==> src/rtl/shift_ctrl_pkg.sv <==
// -----------------------------------------------------------------------------
// shift_ctrl_pkg
// Shared types and helpers for serial_shift_controller.
//   state_t       : controller FSM states (IDLE, SHIFT, PAR, GAPW)
//   cnt_width()   : width of the shared bit/gap down-counter
//   even_parity() : XOR reduction of a word (zero-extend narrower words)
// -----------------------------------------------------------------------------
package shift_ctrl_pkg;

  typedef enum logic [1:0] {
    IDLE  = 2'd0,
    SHIFT = 2'd1,
    PAR   = 2'd2,
    GAPW  = 2'd3
  } state_t;

  // The counter must hold both WIDTH-1 (bit index) and GAP-1 (gap length).
  function automatic int cnt_width(input int width, input int gap);
    int m;
    m = (width > gap) ? width : gap;
    return (m < 1) ? 1 : $clog2(m + 1);
  endfunction

  function automatic logic even_parity(input logic [31:0] word);
    return ^word;
  endfunction

endpackage

==> src/rtl/shift_reg_left.sv <==
// -----------------------------------------------------------------------------
// shift_reg_left
// WIDTH-bit left-shift register, zero shifted into bit 0.
//   i_clk    : clock
//   i_clr_n  : synchronous active-low clear
//   i_load   : parallel load of i_data (wins over i_shift)
//   i_shift  : shift left by one
//   i_data   : parallel word
//   o_msb    : bit [WIDTH-1] of the register
// -----------------------------------------------------------------------------
module shift_reg_left #(
  parameter int WIDTH = 4
) (
  input  logic             i_clk,
  input  logic             i_clr_n,
  input  logic             i_load,
  input  logic             i_shift,
  input  logic [WIDTH-1:0] i_data,
  output logic             o_msb
);

  logic [WIDTH-1:0] r_q;

  always_ff @(posedge i_clk) begin
    if (!i_clr_n) begin
      r_q <= '0;
    end else if (i_load) begin
      r_q <= i_data;
    end else if (i_shift) begin
      r_q <= {r_q[WIDTH-2:0], 1'b0};
    end
  end

  assign o_msb = r_q[WIDTH-1];

endmodule

==> src/rtl/serial_shift_controller.sv <==
// -----------------------------------------------------------------------------
// serial_shift_controller
// Accepts a parallel word over valid/ready, shifts it out MSB-first on ser_out
// framed by ser_en, then waits GAP idle cycles before accepting the next word.
// Optional macro SHIFT_PARITY_EN appends an even-parity bit (PAR state).
//
// Ports:
//   clk       : clock, rising edge
//   rst       : synchronous active-low reset
//   in_data   : parallel word (WIDTH bits)
//   in_valid  : producer offers in_data
//   in_ready  : high only in IDLE
//   ser_out   : serial data, 0 whenever ser_en is low
//   ser_en    : high on every frame bit
//   busy      : high outside IDLE
//   done      : one-cycle pulse right after the last frame bit
//
// state | meaning
// IDLE  | waiting for a word, in_ready=1
// SHIFT | driving data bits, counter = bits remaining after this one
// PAR   | driving the parity bit (SHIFT_PARITY_EN only)
// GAPW  | idle gap, counter = gap cycles remaining after this one
// -----------------------------------------------------------------------------
module serial_shift_controller
  import shift_ctrl_pkg::*;
#(
  parameter int WIDTH = 4,
  parameter int GAP   = 1
) (
  input  logic             clk,
  input  logic             rst,
  input  logic [WIDTH-1:0] in_data,
  input  logic             in_valid,
  output logic             in_ready,
  output logic             ser_out,
  output logic             ser_en,
  output logic             busy,
  output logic             done
);

  localparam int CW = cnt_width(WIDTH, GAP);
  localparam logic [CW-1:0] BIT_LOAD = CW'(WIDTH - 1);
  localparam logic [CW-1:0] GAP_LOAD = CW'((GAP > 0) ? GAP - 1 : 0);
  localparam state_t AFTER_FRAME = (GAP > 0) ? GAPW : IDLE;

  state_t        r_state;
  state_t        w_next_state;
  logic [CW-1:0] r_cnt;
  logic          r_done;
  logic          w_accept;
  logic          w_last_data_bit;
  logic          w_frame_end;
  logic          w_msb;
  logic          w_par_bit;

  assign w_accept        = (r_state == IDLE) && in_valid;
  assign w_last_data_bit = (r_state == SHIFT) && (r_cnt == '0);

`ifdef SHIFT_PARITY_EN
  logic r_par;

  // Parity is taken at acceptance because the shift register loses the word.
  always_ff @(posedge clk) begin
    if (!rst) begin
      r_par <= 1'b0;
    end else if (w_accept) begin
      r_par <= even_parity(32'(in_data));
    end
  end

  assign w_par_bit   = r_par;
  assign w_frame_end = (r_state == PAR);
`else
  assign w_par_bit   = 1'b0;
  assign w_frame_end = w_last_data_bit;
`endif

  shift_reg_left #(.WIDTH(WIDTH)) u_shift_reg (
    .i_clk   (clk),
    .i_clr_n (rst),
    .i_load  (w_accept),
    .i_shift (r_state == SHIFT),
    .i_data  (in_data),
    .o_msb   (w_msb)
  );

  always_ff @(posedge clk) begin
    if (!rst) begin
      r_state <= IDLE;
    end else begin
      r_state <= w_next_state;
    end
  end

  always_comb begin
    w_next_state = r_state;
    case (r_state)
      IDLE: begin
        if (in_valid) w_next_state = SHIFT;
      end
      SHIFT: begin
        if (r_cnt == '0) begin
`ifdef SHIFT_PARITY_EN
          w_next_state = PAR;
`else
          w_next_state = AFTER_FRAME;
`endif
        end
      end
      PAR:     w_next_state = AFTER_FRAME;
      GAPW: begin
        if (r_cnt == '0) w_next_state = IDLE;
      end
      default: w_next_state = IDLE;
    endcase
  end

  always_comb begin
    in_ready = 1'b0;
    busy     = 1'b1;
    ser_en   = 1'b0;
    ser_out  = 1'b0;
    case (r_state)
      IDLE: begin
        in_ready = 1'b1;
        busy     = 1'b0;
      end
      SHIFT: begin
        ser_en  = 1'b1;
        ser_out = w_msb;
      end
      PAR: begin
        ser_en  = 1'b1;
        ser_out = w_par_bit;
      end
      default: begin
        ser_en  = 1'b0;
        ser_out = 1'b0;
      end
    endcase
  end

  // One counter serves both the bit index and the gap length; it is preloaded
  // with GAP-1 while leaving SHIFT/PAR so GAPW sees the right value on entry.
  always_ff @(posedge clk) begin
    if (!rst) begin
      r_cnt <= '0;
    end else begin
      case (r_state)
        IDLE: begin
          if (w_accept) r_cnt <= BIT_LOAD;
        end
        SHIFT: begin
          if (r_cnt == '0) r_cnt <= GAP_LOAD;
          else             r_cnt <= r_cnt - 1'b1;
        end
        PAR:     r_cnt <= GAP_LOAD;
        GAPW: begin
          if (r_cnt != '0) r_cnt <= r_cnt - 1'b1;
        end
        default: r_cnt <= '0;
      endcase
    end
  end

  always_ff @(posedge clk) begin
    if (!rst) begin
      r_done <= 1'b0;
    end else begin
      r_done <= w_frame_end;
    end
  end

  assign done = r_done;

endmodule
==> config.mk <==
export PLATFORM = sky130hd
export DESIGN_NAME = serial_shift_controller
export DESIGN_NICKNAME = d
export VERILOG_FILES = /design/src/rtl/shift_ctrl_pkg.sv /design/src/rtl/shift_reg_left.sv /design/src/rtl/serial_shift_controller.sv
export SDC_FILE = /design/constraint.sdc
export NUM_CORES = 1
export LEC_CHECK = 0
export BUFFER_PORTS_ARGS = -buffer_cell sky130_fd_sc_hd__buf_2
export CAP_MARGIN = 5
export CORE_MARGIN = 4
export CORE_UTILIZATION = 25
export CTS_CLUSTER_SIZE = 10
export DETAILED_ROUTE_END_ITERATION = 7
export PLACE_DENSITY = 0.54
export SYNTH_ARGS = -nofsm -noshare
export SYNTH_HDL_FRONTEND = slang
export SYNTH_SLANG_ARGS = --single-unit
==> constraint.sdc <==
create_clock -name clk -period 1.6 [get_ports clk]
set_input_delay 0.24 -clock clk [delete_from_list [all_inputs] [get_ports clk]]
set_output_delay 0.24 -clock clk [all_outputs]
set_load 0.05 [all_outputs]
After elaboration in Yosys (flattened, before gate mapping)
Cells that the tools add are included.

cells by class
  add/subtract/negate cells = 1
  equality and inequality tests = 8
  mux-type cells = 14
  reductions and logical operators = 9

operators with widths
  cell                                                                      count
  3-bit case mux with 4 select lines                                        1
  3-bit two-way mux                                                         3
  4-bit two-way mux                                                         2
  2-bit inequality test (second input constant)                             4
  2-bit case mux with 4 select lines                                        1
  2-bit two-way mux                                                         3
  2-bit equality test (second input constant)                               2
  1-bit two-way mux                                                         4
  3-bit logical NOT                                                         1
  3-bit AND reduction                                                       1
  3-bit nonzero test                                                        1
  3-bit by 1-bit subtractor with 3-bit output (second input constant)       1
  2-bit by 1-bit equality test with 1-bit output (second input constant)    1
  1-bit logical AND                                                         2
  2-bit logical NOT                                                         1
  2-bit by 1-bit inequality test with 1-bit output (second input constant)  1
  2-bit AND reduction                                                       1
  2-bit nonzero test                                                        1
  2-bit OR reduction                                                        1

word-level totals
  register bits = 10
  input port bits = 7
  output and inout port bits = 5
  logic and storage cells = 36

Depth between registers and ports, before layout
  word-level depth = 4
  depth in mapped cells = 7

Modules after synthesis
From an unflattened synthesis, not the netlist that was laid out.

second synthesis, totals
  cells, all modules = 60
  area, all modules = 581.8 um^2

by module, submodules not included
  module                   times used  cells each  area each (um^2)  seq. area each (um^2)
  serial_shift_controller  1           44          395.4             120.1
  shift_reg_left           1           16          186.4             80.1

Least setup slack after synthesis
Ideal clock, no wire load.

  path kind = reg2reg
  start point = register r_state[0]
  end point = register r_state[1]
  arrival time = 1864 ps
  required time = 1483 ps
  path slack = -382 ps
  stages on the path, launching flop included = 7
  buffers on the path = 0
  period minus slack after synthesis = 1982 ps
  cells stage by stage = dfxtp_1 inv_1 ha_1 inv_1 o22ai_2 mux2i_1 nor2b_1

between the ends
  longest elaborated chain between the ends = 3
  elaborated cells on any way between the ends = 9
  classes of those cells = eq/ne: 6; mux: 1; reduce/logical: 2

ends and longest elaborated chain
  what                                                                    RTL line                       text
  start, declared                                                         serial_shift_controller.sv:46  state_t r_state;
  start signal, assigned                                                  serial_shift_controller.sv:91  r_state <= w_next_state;
  2-bit by 1-bit equality test with 1-bit output (tied with other cells)  serial_shift_controller.sv:97  case (r_state)
  2-bit inequality test (no source line)                                  n/a
  3-bit AND reduction (no source line)                                    n/a

Several ways; a longest one is shown, not always the timed one.
A chain may end at the register's enable or synchronous reset.

Final worst setup path
  start point = register r_state[1]
  end point = output ser_out

between the ends
  longest elaborated chain between the ends = 2

ends and longest elaborated chain
  what                                            RTL line                        text
  2-bit by 1-bit equality test with 1-bit output  serial_shift_controller.sv:123  case (r_state)
  1-bit two-way mux                               serial_shift_controller.sv:123
  end, declared                                   serial_shift_controller.sv:35   output logic ser_out,

Every way passes these cells.

==> results.tsv <==
metric	value	unit
viasPerCell	4.44	
cp-startpoint	r_state[1]	
grt_max_degree	13	
startpoint_type	flip-flop	
die_w	56.6	um
cp.arrival	1280	ps
detail-route-antenna-nets	0	
clk_pin_slew	60	ps
timing.rr.end	r_cnt[2]	
grt.overflow.total	0	
grt_antenna_before_repair	0	
tns	0	ps
syn_area_per_cell	9.21	sq um
finalWorstSetupSlack	81.8	ps
die_h	56.6	um
placed_cell_area	687	sq um
drc	0	
finClkSkew	1.69	ps
syn-num-nets	78	
synthDistinctLibCells	26	
routedWlPerCell	10.7	um
maxCapViolCount	0	
syn_area	589	sq um
endpoint_kind	output port	
critPathCapture	ser_out	
power	1470	uW
track_usage	8.26	%
async_reset_ff_share	0	%
yosysWarnings	0	
min_period_over_period	94.9	%
leakage	0.000341	uW
reg2reg_depth	5	
drive_gt1_share	30.3	%
io_buffers	11	
synth_edf_count	0	
n_antenna_cell	0	
slew-limit-headroom	83.4	%
core_area	0.00223	sq mm
syn_inst	64	
worstPathRequired	1360	ps
r2r_setup_slack	140	ps
wl	1110	um
dp.final_hpwl	868	um
finalHoldViolCount	0	
ir_drop	1230	uV
dr.first_iter.drc_count	14	
worstMarginPinSlew	251	ps
routabilityCongestion	0.675	
timing.fmax	659	MHz
h-tree-depth	1	
outcome	finished clean	
design_area	726	sq um
cts_root_buf	clkbuf_4	
ys_ff_latch	10	
r2r_start	r_cnt[0]	
grt_pass1_vias	471	
cts_tree	yes	
row_count	17	
syn_to_final_growth	23.1	%
pre_cts_slack	64.5	ps
rsz0062_at_grt	no	
drv_slew	0	
setup_viol	0	
vias	462	
nets	92	
insertion_delay	260	ps
period_minus_slack	1520	ps
cts_buffers	3	
ys_seq_area_share	34.0	%
dr.pass1.iters	4	
hp-class	in -> reg	
clockBufferDepth	2	
clock_sinks	10	
start_util	26.4	%
ys.flop_type	dfxtp_1	
pin_count	12	
crit_type	reg -> out	
ctsHoldBuffers	0	
design.die.area	0.00320	sq mm
crit_fanout	8	
power.density	2030	mW/mm^2
grt_pass1_wl	2060	um
-- cell families (layout without fill, tap and decap cells) --
group,Yosys count,count (layout),share of synthesized area [%]
and+or+nand+nor,22,22,20.8
AOI/OAI and AO/OA,13,13,17.2
DFF,10,10,34.0
adders and majority gates,7,7,14.9
buffers and inverters,7,19,4.67
muxes,5,5,8.49
-- Yosys cell counts, drive strengths merged (2+ instances only) --
cell type	count	area share, %
dfxtp	10	34
ha	7	15
inv	5	3.2
mux2i	5	8.5
a21oi	4	4.0
nand2	4	2.5
nor2	4	2.5
nor2b	3	3.6
o211a	3	5.1
and2	2	2.1
nand3	2	1.7
o21ai	2	1.7
or2	2	2.1
-- layout by cell type (no fill, tap or decap), types with 2 or more instances in the layout --
master / n
a21oi_1: 3
and2_1: 2
buf_2: 10
clkbuf_4: 3
dfxtp_1: 9
ha_1: 5
ha_4: 2
inv_1: 2
inv_2: 2
mux2i_1: 5
nand2_1: 4
nand3_1: 2
nor2_1: 4
nor2b_1: 2
o211a_1: 3
o21ai_0: 2
or2_0: 2
-- sequential cells by signal, summed over array words and instances, names as in the netlist --
name             cells
u_shift_reg.r_q      4
done                 1
r_state              2
r_cnt                3
-- metrics by stage --
| step | utilization, % | hold WS [ps] | cells |
|---|---|---|---|
| 3_5_place_dp | 30.8 | 480 | 101 |
| 6_report | 32.5 | 223 | 104 |
| 4_1_cts | 32.4 | 215 | 104 |
| 3_3_place_gp | 30.8 | 475 | 101 |
| 2_1_floorplan | - | 396 | 64 |
| 5_1_grt | 32.5 | 213 | 104 |
-- worst max-delay path, cell delays in order, from the launching register on --
cell     delay (ps)
dfxtp_1         390
inv_2            90
ha_4            200
and2_1          160
buf_4           180
-- how the worst min path moves through the flow --
stage	startpoint	to	cells after the start
4_1_cts	in_data[2]	u_shift_reg.r_q[2]	2
5_1_grt	in_data[2]	u_shift_reg.r_q[2]	2
2_1_floorplan	in_data[1]	u_shift_reg.r_q[1]	1
6_report	in_data[3]	u_shift_reg.r_q[3]	2
3_3_place_gp	u_shift_reg.r_q[0]	u_shift_reg.r_q[0]	2
3_5_place_dp	u_shift_reg.r_q[0]	u_shift_reg.r_q[0]	2
-- layout make-up --
cell class | count | area (sq um)
fill | 252 | 1510
inverter | 5 | 22.5
timing repair buffer | 11 | 57.6
clock buffer | 3 | 22.5
sequential | 10 | 201
tap | 28 | 35.0
multi-input combinational | 47 | 387
-- routing by layer --
layer  up-vias  wire [um]  global-route usage, %  share of wire, %
li1        245          -                      -                 -
met1       210        529                   9.78                48
met2         7        520                   12.5                47
met3         0         59                   5.06               5.3
met4         0          0                   2.03                 0
met5         -          0                      0                 0
-- power by group --
group	total, uW	internal, uW	switching, uW
clock network	165	86.5	78.0
registers	389	331	57.6
logic	919	346	573
total	1470	764	709
-- timing repair --
action                     4_1_cts  5_1_grt
buffers inserted                 0        0
gates resized for setup          3        1
setup endpoints to repair        1        3
hold endpoints to repair         0        0
(Power assumes the default switching activity.)
